`config.mk`:
```
export PLATFORM = sky130hd
export DESIGN_NAME = die_roll_gen
export DESIGN_NICKNAME = d
export VERILOG_FILES = /design/src/rtl/dice_pkg.sv /design/src/rtl/die_bit_shifter.sv /design/src/rtl/die_roll_gen.sv
export SDC_FILE = /design/constraint.sdc
export NUM_CORES = 1
export LEC_CHECK = 0
export CAP_MARGIN = 20
export CORE_MARGIN = 8
export CORE_UTILIZATION = 43
export DETAILED_ROUTE_END_ITERATION = 10
export HOLD_SLACK_MARGIN = 0.15
export PLACE_DENSITY = 0.69
export SYNTH_ARGS = -nofsm -noshare
export SYNTH_HDL_FRONTEND = slang
export SYNTH_SLANG_ARGS = --single-unit
```
`constraint.sdc`:
```
create_clock -name clk -period 1.8 [get_ports clk]
set_input_delay 0.45 -clock clk [delete_from_list [all_inputs] [get_ports clk]]
set_output_delay 0.45 -clock clk [all_outputs]
set_load 0.02 [all_outputs]
```
`src/rtl/dice_pkg.sv`:
```
// rtl/dice_pkg.sv - shared types and constants for the die roll generator
//
// Contents:
//   roll_state_t  : roll FSM states (IDLE, REQ, WAIT, CHECK, DONE)
//   DEFAULT_SIDES : default number of die faces
//   REJECT_MAX    : saturation value of the rejection counter
//   draw_width    : bits drawn per attempt for a given number of faces

package dice_pkg;

    typedef enum logic [2:0] {
        IDLE  = 3'd0,
        REQ   = 3'd1,
        WAIT  = 3'd2,
        CHECK = 3'd3,
        DONE  = 3'd4
    } roll_state_t;

    localparam int DEFAULT_SIDES = 6;

    localparam logic [7:0] REJECT_MAX = 8'd255;

    // At least one bit per attempt, even for a two-faced die.
    function automatic int draw_width(input int sides);
        return (sides > 2) ? $clog2(sides) : 1;
    endfunction

endpackage

```
`src/rtl/die_bit_shifter.sv`:
```
// rtl/die_bit_shifter.sv - MSB-first serial collector for one draw attempt
//
// Ports:
//   clk, reset : clock and asynchronous active-high reset
//   clear      : zero the collected bits and the bit counter
//   shift_en   : shift serial_in into the LSB and count one bit
//   serial_in  : incoming random bit
//   value      : bits collected so far, first bit ends up in the MSB
//   full       : WIDTH bits have been collected
//   last       : exactly WIDTH-1 bits collected; the next shift completes the draw

module die_bit_shifter
    import dice_pkg::*;
#(
    parameter int WIDTH = 3
) (
    input  logic             clk,
    input  logic             reset,
    input  logic             clear,
    input  logic             shift_en,
    input  logic             serial_in,
    output logic [WIDTH-1:0] value,
    output logic             full,
    output logic             last
);

    localparam int CW = $clog2(WIDTH + 1);

    logic [CW-1:0] bit_cnt;

    assign full = (bit_cnt == CW'(WIDTH));
    assign last = (bit_cnt == CW'(WIDTH - 1));

    always_ff @(posedge clk or posedge reset) begin
        if (reset) begin
            value   <= '0;
            bit_cnt <= '0;
        end else if (clear) begin
            value   <= '0;
            bit_cnt <= '0;
        end else if (shift_en && !full) begin
            // Casting the concatenation drops the old MSB; this also covers WIDTH == 1.
            value   <= WIDTH'({value, serial_in});
            bit_cnt <= bit_cnt + CW'(1);
        end
    end

endmodule

```
`src/rtl/die_roll_gen.sv`:
```
// rtl/die_roll_gen.sv - uniform die face generator fed by a serial RNG
//
// Ports:
//   clk, reset   : clock and asynchronous active-high reset
//   roll_req     : request a roll, sampled only while idle
//   rng_start    : one-cycle request pulse to the RNG
//   rng_bit      : RNG result bit, meaningful while rng_done is high
//   rng_done     : RNG completion pulse
//   busy         : high whenever a roll is in progress
//   roll_valid   : one-cycle pulse when roll_value has been updated
//   roll_value   : accepted face 1..SIDES, held between rolls
//   reject_cnt   : out-of-range attempts in the current/last roll, saturating

module die_roll_gen
    import dice_pkg::*;
#(
    parameter int SIDES = DEFAULT_SIDES,
    parameter int WIDTH = draw_width(SIDES)
) (
    input  logic       clk,
    input  logic       reset,
    input  logic       roll_req,
    output logic       rng_start,
    input  logic       rng_bit,
    input  logic       rng_done,
    output logic       busy,
    output logic       roll_valid,
    output logic [7:0] roll_value,
    output logic [7:0] reject_cnt
);

    roll_state_t      state;
    logic [WIDTH-1:0] draw;
    logic             draw_full;
    logic             draw_last;
    logic             shift_en;
    logic             clear;
    logic             accept;

    // A bit is only captured while waiting for it; stray done pulses elsewhere are dropped.
    assign shift_en = (state == WAIT) && rng_done;

    // Compare in 9 bits so SIDES up to 255 never truncates.
    assign accept = draw_full && (9'(draw) < 9'(SIDES));

    // New roll, or a rejected attempt that must be redrawn from scratch.
    assign clear = ((state == IDLE) && roll_req) || ((state == CHECK) && !accept);

    assign busy = (state != IDLE);

    die_bit_shifter #(
        .WIDTH(WIDTH)
    ) u_shifter (
        .clk      (clk),
        .reset    (reset),
        .clear    (clear),
        .shift_en (shift_en),
        .serial_in(rng_bit),
        .value    (draw),
        .full     (draw_full),
        .last     (draw_last)
    );

    // rng_start and roll_valid are set on the edge entering REQ/DONE so each is
    // high for exactly the one cycle spent in that state.
    always_ff @(posedge clk or posedge reset) begin
        if (reset) begin
            state      <= IDLE;
            rng_start  <= 1'b0;
            roll_valid <= 1'b0;
            roll_value <= 8'd0;
            reject_cnt <= 8'd0;
        end else begin
            rng_start  <= 1'b0;
            roll_valid <= 1'b0;
            case (state)
                IDLE: begin
                    if (roll_req) begin
                        reject_cnt <= 8'd0;
                        rng_start  <= 1'b1;
                        state      <= REQ;
                    end
                end
                REQ: begin
                    state <= WAIT;
                end
                WAIT: begin
                    if (rng_done) begin
                        if (draw_last) begin
                            state <= CHECK;
                        end else begin
                            rng_start <= 1'b1;
                            state     <= REQ;
                        end
                    end
                end
                CHECK: begin
                    if (accept) begin
                        roll_value <= 8'(draw) + 8'd1;
                        roll_valid <= 1'b1;
                        state      <= DONE;
                    end else begin
                        if (reject_cnt != REJECT_MAX) begin
                            reject_cnt <= reject_cnt + 8'd1;
                        end
                        rng_start <= 1'b1;
                        state     <= REQ;
                    end
                end
                DONE: begin
                    state <= IDLE;
                end
                default: begin
                    state <= IDLE;
                end
            endcase
        end
    end

endmodule

```
==> results of run 1 <==
## cell families after synthesis
family,Yosys count,synth area share [%]
other,1,0.323
adder cells (fa/ha/maj),4,4.31
multiplexers,1,0.970
AND/OR/NAND/NOR,41,20.5
XOR/XNOR,1,0.754
flip-flops,22,47.4
AO/OA/AOI/OAI,27,16.9
buffers and inverters,16,8.84
## power groups by stage
stage / Sequential [uW] / Clock [uW] / Combinational (uW)
floorplan: 728 / 0 / 476
global placement: 687 / 0 / 747
detailed placement: 696 / 0 / 771
CTS: 684 / 228 / 759
global route: 704 / 250 / 830
finish: 688 / 215 / 750
## cell usage after synthesis, types with 2 or more instances
| cell | count | share of area, % |
|---|---|---|
| and2_1 | 2 | 1.1 |
| dfrtp_1 | 22 | 47 |
| nand2b_1 | 3 | 1.6 |
| a211o_1 | 3 | 2.3 |
| a21oi_1 | 3 | 1.3 |
| nand4_1 | 2 | 1.1 |
| nand3_1 | 5 | 2.2 |
| nor4_1 | 2 | 1.1 |
| ha_1 | 4 | 4.3 |
| o21ai_0 | 6 | 2.6 |
| buf_6 | 3 | 2.9 |
| nand2_1 | 9 | 2.9 |
| a22o_1 | 3 | 2.3 |
| a21o_1 | 2 | 1.3 |
| o31ai_1 | 2 | 1.3 |
| nor3_1 | 3 | 1.3 |
| nor2_1 | 5 | 1.6 |
| o2bb2ai_1 | 2 | 1.5 |
| inv_1 | 7 | 2.3 |
| buf_4 | 5 | 3.2 |
## layer usage
layer  global-route usage, %  vias up  part of all wire, %  wire [microns]
li1                        -      451                    -               -
met1                    13.4      451                   43            1050
met2                    20.0       14                   50            1210
met3                    3.44        4                  5.4             130
met4                    4.60        0                  1.4              34
met5                       0        -                    0               0
## how the worst max path moves through the flow
stage / slack, ns / depth (start not counted) / start / endpoint
CTS: 0.02 / 2 / state[0]$_DFFE_PP0P_ / busy
global route: 0.01 / 6 / reject_cnt[1]$_DFFE_PP0P_ / reject_cnt[3]$_DFFE_PP0P_
global placement: -0.20 / 5 / roll_req / reject_cnt[5]$_DFFE_PP0P_
detailed placement: -0.27 / 5 / roll_req / reject_cnt[3]$_DFFE_PP0P_
floorplan: 0.0001 / 5 / reject_cnt[0]$_DFFE_PP0P_ / reject_cnt[3]$_DFFE_PP0P_
finish: 0.07 / 1 / roll_value[1]$_DFFE_PP0P_ / roll_value[1]
## registers in the layout, indices dropped and copies added (netlist names)
| name | count |
|---|---|
| u_shifter.value | 3 |
| state | 3 |
| rng_start | 1 |
| roll_value | 4 |
| u_shifter.bit_cnt | 2 |
| roll_valid | 1 |
| reject_cnt | 8 |
## stage by stage
step	cell area, sq um	setup TNS (ns)	std cells
after detailed placement	1420	-2.04	170
after CTS	1440	0	173
after global routing	1440	0	173
after floorplan	1170	0	116
final	1440	0	173
after global placement	1420	-1.50	170
## final cells by class
| type | count | area share, % |
|---|---|---|
| Inverter | 7 | 1.82 |
| Sequential cell | 22 | 38.2 |
| Multi-Input combinational cell | 78 | 36.7 |
| Clock buffer | 3 | 1.56 |
| Timing Repair Buffer | 32 | 19.0 |
| Tap cell | 31 | 2.69 |
## timing repair
action | 4_1_cts | 5_1_grt
gates resized for setup | 10 | 5
hold buffers | 0 | 0
endpoints found under the setup margin | 8 | 4
hold endpoints to repair | 0 | 0
pin swaps | 0 | 1
==> impl_metrics.toml, run 1 <==
[run_status]
status = "finished, final reports clean"

[clock_network]
cts_tree = "built"
clkSlewWorstSetupHoldPaths_ns = 0.11
cts_buffers = 3
cts.sinks = 22
postCtsSetupRepairBufs = 0
htree_num_levels = 1
cts_buffer_depth = 2
clk-insertion-delay-late_ns = 0.30
clock-root-buffer = "clkbuf_4"

[power_and_ir_drop]
power.total_uw = 1650
pwr-share-seq_pct = 41.6
pwr-share-clk_pct = 13.0
p_per_area_mw_per_mm2 = 1140
p_sw_uw = 628
p_leak_uw = 0.000745
power_frac_comb_pct = 45.4
swShare_pct = 38.0
peakVddDrop_v = 0.000755
internal_power_uw = 1020

[setup_path]
crit_arrival_ns = 1.28
critical_path.top_delay_family = "buffers and inverters"
reg2reg_setup_slack_ns = 0.12
crit_path_end_kind = "primary output"
worstSetupPathType = "reg -> out"
crit_buf_inv = 1
rr_worst_depth = 4
max_stage_delay_ns = 0.61
crit_slowest_cell = "clkdlybuf4s50_1"
crit_chain = "clkdlybuf4s50_1"
worst-path-max-fanout = 2
critPathRequiredTime_ns = 1.35
start_kind = "flip-flop"
timing.rr.start = "u_shifter.bit_cnt[0]$_DFFE_PP0P_"
r2r-end = "u_shifter.value[0]$_DFFE_PP0P_"

[yosys]
synth_seq_area_share_pct = 47.4
synthCells = 113
synth-main-ff-cell = "dfrtp_1"
syn_avg_cell_area_sq_um = 10.3
yosys_warnings = 0
syn-cell-area_sq_mm = 0.00116
ys_types = 40
synth_edf_count = 0
async_flop_share_pct = 100
synth-seq-cells = 22

[route]
first_pass_iters = 4
wl_mm = 2.42
drt_iter0_markers = 33
viasPerCell = 5.32
drc = 0
dr_total_vias = 920
wl_per_cell_microns = 14.0
ant_nets = 0

[cells_and_area]
drive_gt1_share_pct = 18.3
final_nets = 153
seq_area_sq_um = 552
areaGrowthSynthToFinish_pct = 24.4
diodes = 0
multi_input_area_sq_um = 531
layout_common_cells = "dfrtp_1 (21), buf_4 (13), clkdlybuf4s50_1 (11)"
final_common_cell = "dfrtp_1"
postLayoutCoreUtil_pct = 54.2
fillCellCount = 256

[timing]
fin_ws_ns = 0.0748
hold_viol = 0
fin_crit_sh_pct = 95.8
timing.fmax_ghz = 0.580
clock_skew_ns = 0.00286
setup_violations = 0
rsz0062_at_grt = "no"
slew_viol_final = 0
worst_hold_slack_ns = 0.476
min_period_ns = 1.73

[grt]
antenna_found_initial = 0
grt_first_pass_wirelength_mm = 4.22
grt_pass1_vias = 965
grt_max_degree = 23
grt-ovfl-total = 0
track_usage_pct = 11.7

[floorplanning]
die_h_microns = 68.0
die_x_microns = 68.0
die_area_sq_mm = 0.00462
core_area_sq_mm = 0.00266
num_rows = 19
ioPinCount = 24
initial_utilization_pct = 43.6

[place]
place_congestion = 0.767
hpwl_mm = 1.88
pre_cts_slack_ns = -0.274
portBuffers = 19

[worst_hold_path]
holdCritPathClass = "in -> async"

[job]
maxCapViolCount = 0
Power figures use the tool's default switching activity.
==> inputs of run 2 (changes only) <==
CORE_UTILIZATION = 45   (was 43)
PLACE_DENSITY = 0.72   (was 0.69)
==> impl_metrics.toml, run 2 (synthesized netlist as in run 1, its figures left out) <==
[run_status]
status = "finished, final reports clean"

[cells_and_area]
final_common_cell = "dfrtp_1"
top_register = "reject_cnt"
largest_register_ff_count = 8
reg.largest.list = "reject_cnt x8, roll_value x4"
final_nets = 154
layout_common_cells = "dfrtp_1 (22), buf_4 (14), clkdlybuf4s50_1 (10)"
seq_area_sq_um = 551
multi_input_area_sq_um = 524
areaGrowthSynthToFinish_pct = 27.0
final_cell_area_sq_mm = 0.00148
drive_gt1_share_pct = 18.1
diodes = 0
fillCellCount = 218

[route]
wl_mm = 2.50
first_pass_iters = 4
viasPerCell = 5.32
drc = 0
ant_nets = 0
dr_total_vias = 926
wl_per_cell_microns = 14.4
drt_iter0_markers = 37

[floorplanning]
core_area_sq_mm = 0.00245
num_rows = 18
die_h_microns = 66.8
die_x_microns = 66.8
initial_utilization_pct = 47.3
ioPinCount = 24
die_area_sq_mm = 0.00446

[place]
pre_cts_slack_ns = -0.229
portBuffers = 19
hpwl_mm = 1.78
dpl_cell_area_sq_mm = 0.00141
place_congestion = 0.767

[power_and_ir_drop]
p_leak_uw = 0.000785
peakVddDrop_v = 0.000902
p_per_area_mw_per_mm2 = 1240

[grt]
grt-ovfl-total = 0
grt-busiest-layer = "met2"
antenna_found_initial = 0
grtUsageMet1_pct = 16.9
grtUsageMet3_pct = 3.36
grt_max_degree = 23
grt_pass1_vias = 915
gr-usage-met2_pct = 19.0
track_usage_pct = 12.6
grt_first_pass_wirelength_mm = 4.40

[setup_path]
reg2reg_setup_slack_ns = 0.08
rr_worst_depth = 6
crit_chain = "clkdlybuf4s50_1"
crit_path_end_kind = "primary output"
critical_path.top_delay_family = "buffers and inverters"
start_kind = "flip-flop"
worstSetupPathType = "reg -> out"
crit_arrival_ns = 1.29
timing.rr.start = "reject_cnt[1]$_DFFE_PP0P_"
max_stage_delay_ns = 0.61
critPathRequiredTime_ns = 1.35
r2r-end = "reject_cnt[3]$_DFFE_PP0P_"
crit_slowest_cell = "clkdlybuf4s50_1"
crit_buf_inv = 1
worst-path-max-fanout = 2

[clock_network]
cts_tree = "built"
htree_num_levels = 1
cts.sinks = 22
cts_buffer_depth = 2
clock-root-buffer = "clkbuf_4"
cts_buffers = 3
clk-insertion-delay-late_ns = 0.31
clkSlewWorstSetupHoldPaths_ns = 0.13

[timing]
min_period_ns = 1.74
setup_violations = 0
timing.fmax_ghz = 0.574
clock_skew_ns = 0.00719
slew_viol_final = 0
fin_ws_ns = 0.0589
fin_crit_sh_pct = 96.7
hold_viol = 0

[job]
maxCapViolCount = 0

[worst_hold_path]
holdCritPathClass = "in -> async"
[run 2: cell types whose count changed in the layout (fill, tap and decap cells not counted)]
cell             before  now
buf_4                13   14
bufinv_16             0    1
clkdlybuf4s50_1      11   10
dfrtp_1              21   22
dfrtp_2               1    0
dlymetal6s2s_1        0    1
nor4_1                1    2
nor4_2                1    0
[run 2: worst register-to-register path, stage by stage, from the launching register on]
cell and delay [ns]:
dfrtp_1 0.42, ha_2 0.23, nand4_1 0.15, o211ai_1 0.24, buf_4 0.20, nor3_1 0.07
a211o_1 0.29
[run 2: area by class of cell]
class	instances	share of cell area, %
clock buffer	3	1.53
clock inverter	1	2.04
inverter	7	1.78
multi-input combinational	78	35.5
sequential	22	37.3
tap	30	2.54
timing repair buffer	33	19.3
[run 2: what timing repair did]
item | 4_1_cts | 5_1_grt
buffers inserted | 0 | 2
gates resized for setup | 11 | 3
hold buffers | 0 | 0
cloned | 0 | 0
setup endpoints to repair | 8 | 4
pin swaps | 0 | 1
[run 2: where the power goes]
group	leakage [uW]	internal, uW	switching, uW
combinational	0.000458	359	404
clock	0.0000279	225	156
sequential	0.000299	597	82.0
[run 2: metal layers]
layer / wire [microns] / up-vias / part of all wire [%]
met3: 115 / 4 / 4.6
met2: 1190 / 19 / 47
li1: - / 458 / -
met5: 0 / - / 0
met4: 36 / 0 / 1.4
met1: 1170 / 445 / 47
[run 2: worst max path at each step]
stage,startpoint,endpoint,slack [ns],depth (start not counted)
floorplan,reject_cnt[0]$_DFFE_PP0P_,reject_cnt[3]$_DFFE_PP0P_,0.0001,5
global placement,roll_req,reject_cnt[5]$_DFFE_PP0P_,-0.20,5
detailed placement,roll_req,reject_cnt[7]$_DFFE_PP0P_,-0.23,5
CTS,roll_value[1]$_DFFE_PP0P_,roll_value[1],0.05,1
global route,reject_cnt[0]$_DFFE_PP0P_,reject_cnt[3]$_DFFE_PP0P_,-0.02,6
finish,roll_value[1]$_DFFE_PP0P_,roll_value[1],0.06,1
[run 2: through the flow]
stage	util [%]	TNS, ns	total power [uW]	std cells	hold slack (ns)
after floorplan	-	0	1200	116	0.439
after global placement	57.6	-1.48	1420	168	0.463
after detailed placement	57.6	-1.73	1440	168	0.476
after CTS	59.2	0	1790	172	0.470
after global routing	60.1	-0.0159	1970	174	0.522
final	60.1	0	1820	174	0.462
==> inputs of run 3 (changes only) <==
SKIP_CTS_REPAIR_TIMING = 1   (was unset)
==> impl_metrics.toml, run 3 (synthesized netlist as in run 1, its figures left out) <==
[grt]
grt_first_pass_wirelength_mm = 4.40
antenna_found_initial = 0
grt-ovfl-total = 0
track_usage_pct = 12.6
grt_pass1_vias = 913
grt_max_degree = 23

[place]
pre_cts_slack_ns = -0.229
placed_cells = 168
portBuffers = 19
hpwl_mm = 1.78
place_congestion = 0.767

[timing]
min_period_ns = 1.74
fin_tns_setup_ns = 0
timing.fmax_ghz = 0.574
clock_skew_ns = 0.00565
fin_ws_ns = 0.0587
hold_viol = 0
slew_viol_final = 0
fin_crit_sh_pct = 96.7
setup_violations = 0

[cells_and_area]
drive_gt1_share_pct = 19.4
final_common_cell = "dfrtp_1"
layout.cells.non_filler = 174
diodes = 0
reg.largest.list = "reject_cnt x8, roll_value x4"
largest_register_ff_count = 8
final_nets = 154
areaGrowthSynthToFinish_pct = 31.6
layout_common_cells = "dfrtp_1 (20), buf_4 (13), clkdlybuf4s50_1 (10)"
top_register = "reject_cnt"

[route]
wl_met1_mm = 1.23
first_pass_iters = 4
viasPerCell = 5.30
drt_iter0_markers = 42
wl_per_cell_microns = 14.9
dr_wl_met3_microns = 113
routed.top_layer = "met4"
dr_total_vias = 922
dr_wl_met2_mm = 1.22
ant_nets = 0
wl_mm = 2.59
drc = 0

[job]
maxCapViolCount = 0

[clock_network]
htree_num_levels = 1
clkSlewWorstSetupHoldPaths_ns = 0.13
cts_buffer_depth = 2
cts_tree = "built"
clk-insertion-delay-late_ns = 0.31
cts_buffers = 3
cts.sinks = 22
clock-root-buffer = "clkbuf_4"

[setup_path]
critPathRequiredTime_ns = 1.35
worstSetupPathType = "reg -> out"
rr_worst_depth = 6
worst-path-max-fanout = 2
r2r-end = "reject_cnt[3]$_DFFE_PP0P_"
crit_buf_inv = 1
crit_arrival_ns = 1.29
crit_chain = "clkdlybuf4s50_1"
critical_path.top_delay_family = "buffers and inverters"
reg2reg_setup_slack_ns = 0.09
crit_path_end_kind = "primary output"
timing.rr.start = "state[2]$_DFFE_PP0P_"
start_kind = "flip-flop"
max_stage_delay_ns = 0.61
crit_slowest_cell = "clkdlybuf4s50_1"

[floorplanning]
initial_utilization_pct = 47.3
die_x_microns = 66.8
num_rows = 18
die_area_sq_mm = 0.00446
ioPinCount = 24
core_area_sq_mm = 0.00245
die_h_microns = 66.8

[worst_hold_path]
holdCritPathClass = "in -> async"

[power_and_ir_drop]
peakVddDrop_v = 0.000912
p_per_area_mw_per_mm2 = 1210
p_leak_uw = 0.000880

[run_status]
status = "finished, final reports clean"
[run 3: cell count changes in the layout (fill, tap and decap cells not counted)]
cell             before  now
dfrtp_1              22   20
ha_4                  0    1
clkdlybuf4s15_2       0    1
dfrtp_2               0    2
buf_2                 1    0
buf_4                14   13
dlymetal6s2s_1        1    9
dlygate4sd2_1         7    0
ha_1                  3    2
[run 3: stage by stage]
stage	hold WS [ns]	instance area, sq um	power [uW]	utilization (%)
final	0.463	1530	1860	62.2
after global routing	0.522	1530	2000	62.2
after CTS	0.470	1470	1820	59.7
after detailed placement	0.476	1410	1440	57.6
after global placement	0.463	1410	1420	57.6
after floorplan	0.439	1170	1200	-
[run 3: how the worst max path moves through the flow]
stage / startpoint / slack, ns / end / cells after the start
floorplan: reject_cnt[0]$_DFFE_PP0P_ / 0.0001 / reject_cnt[3]$_DFFE_PP0P_ / 5
global placement: roll_req / -0.20 / reject_cnt[5]$_DFFE_PP0P_ / 5
detailed placement: roll_req / -0.23 / reject_cnt[7]$_DFFE_PP0P_ / 5
CTS: state[0]$_DFFE_PP0P_ / -0.29 / busy / 2
global route: state[2]$_DFFE_PP0P_ / -0.05 / reject_cnt[3]$_DFFE_PP0P_ / 6
finish: roll_value[1]$_DFFE_PP0P_ / 0.06 / roll_value[1] / 1
[run 3: metal layers]
metal / GRT usage (%) / vias to the layer above
met1: 17.0 / 441
met5: 0 / -
met4: 4.00 / 0
met3: 3.19 / 2
met2: 19.0 / 19
li1: - / 460
[run 3: cell type report]
class,instances,area (sq um)
flip-flops and latches,22,553
clock inverters,1,30.0
clock buffers,3,22.5
fillers,212,927
inverters,7,26.3
repair buffers,33,322
well taps,30,37.5
multi-input cells,78,537
[run 3: where the power goes]
part,internal [uW],switching [uW]
logic,376,403
clock network,225,158
registers,601,93.9
total,1200,654
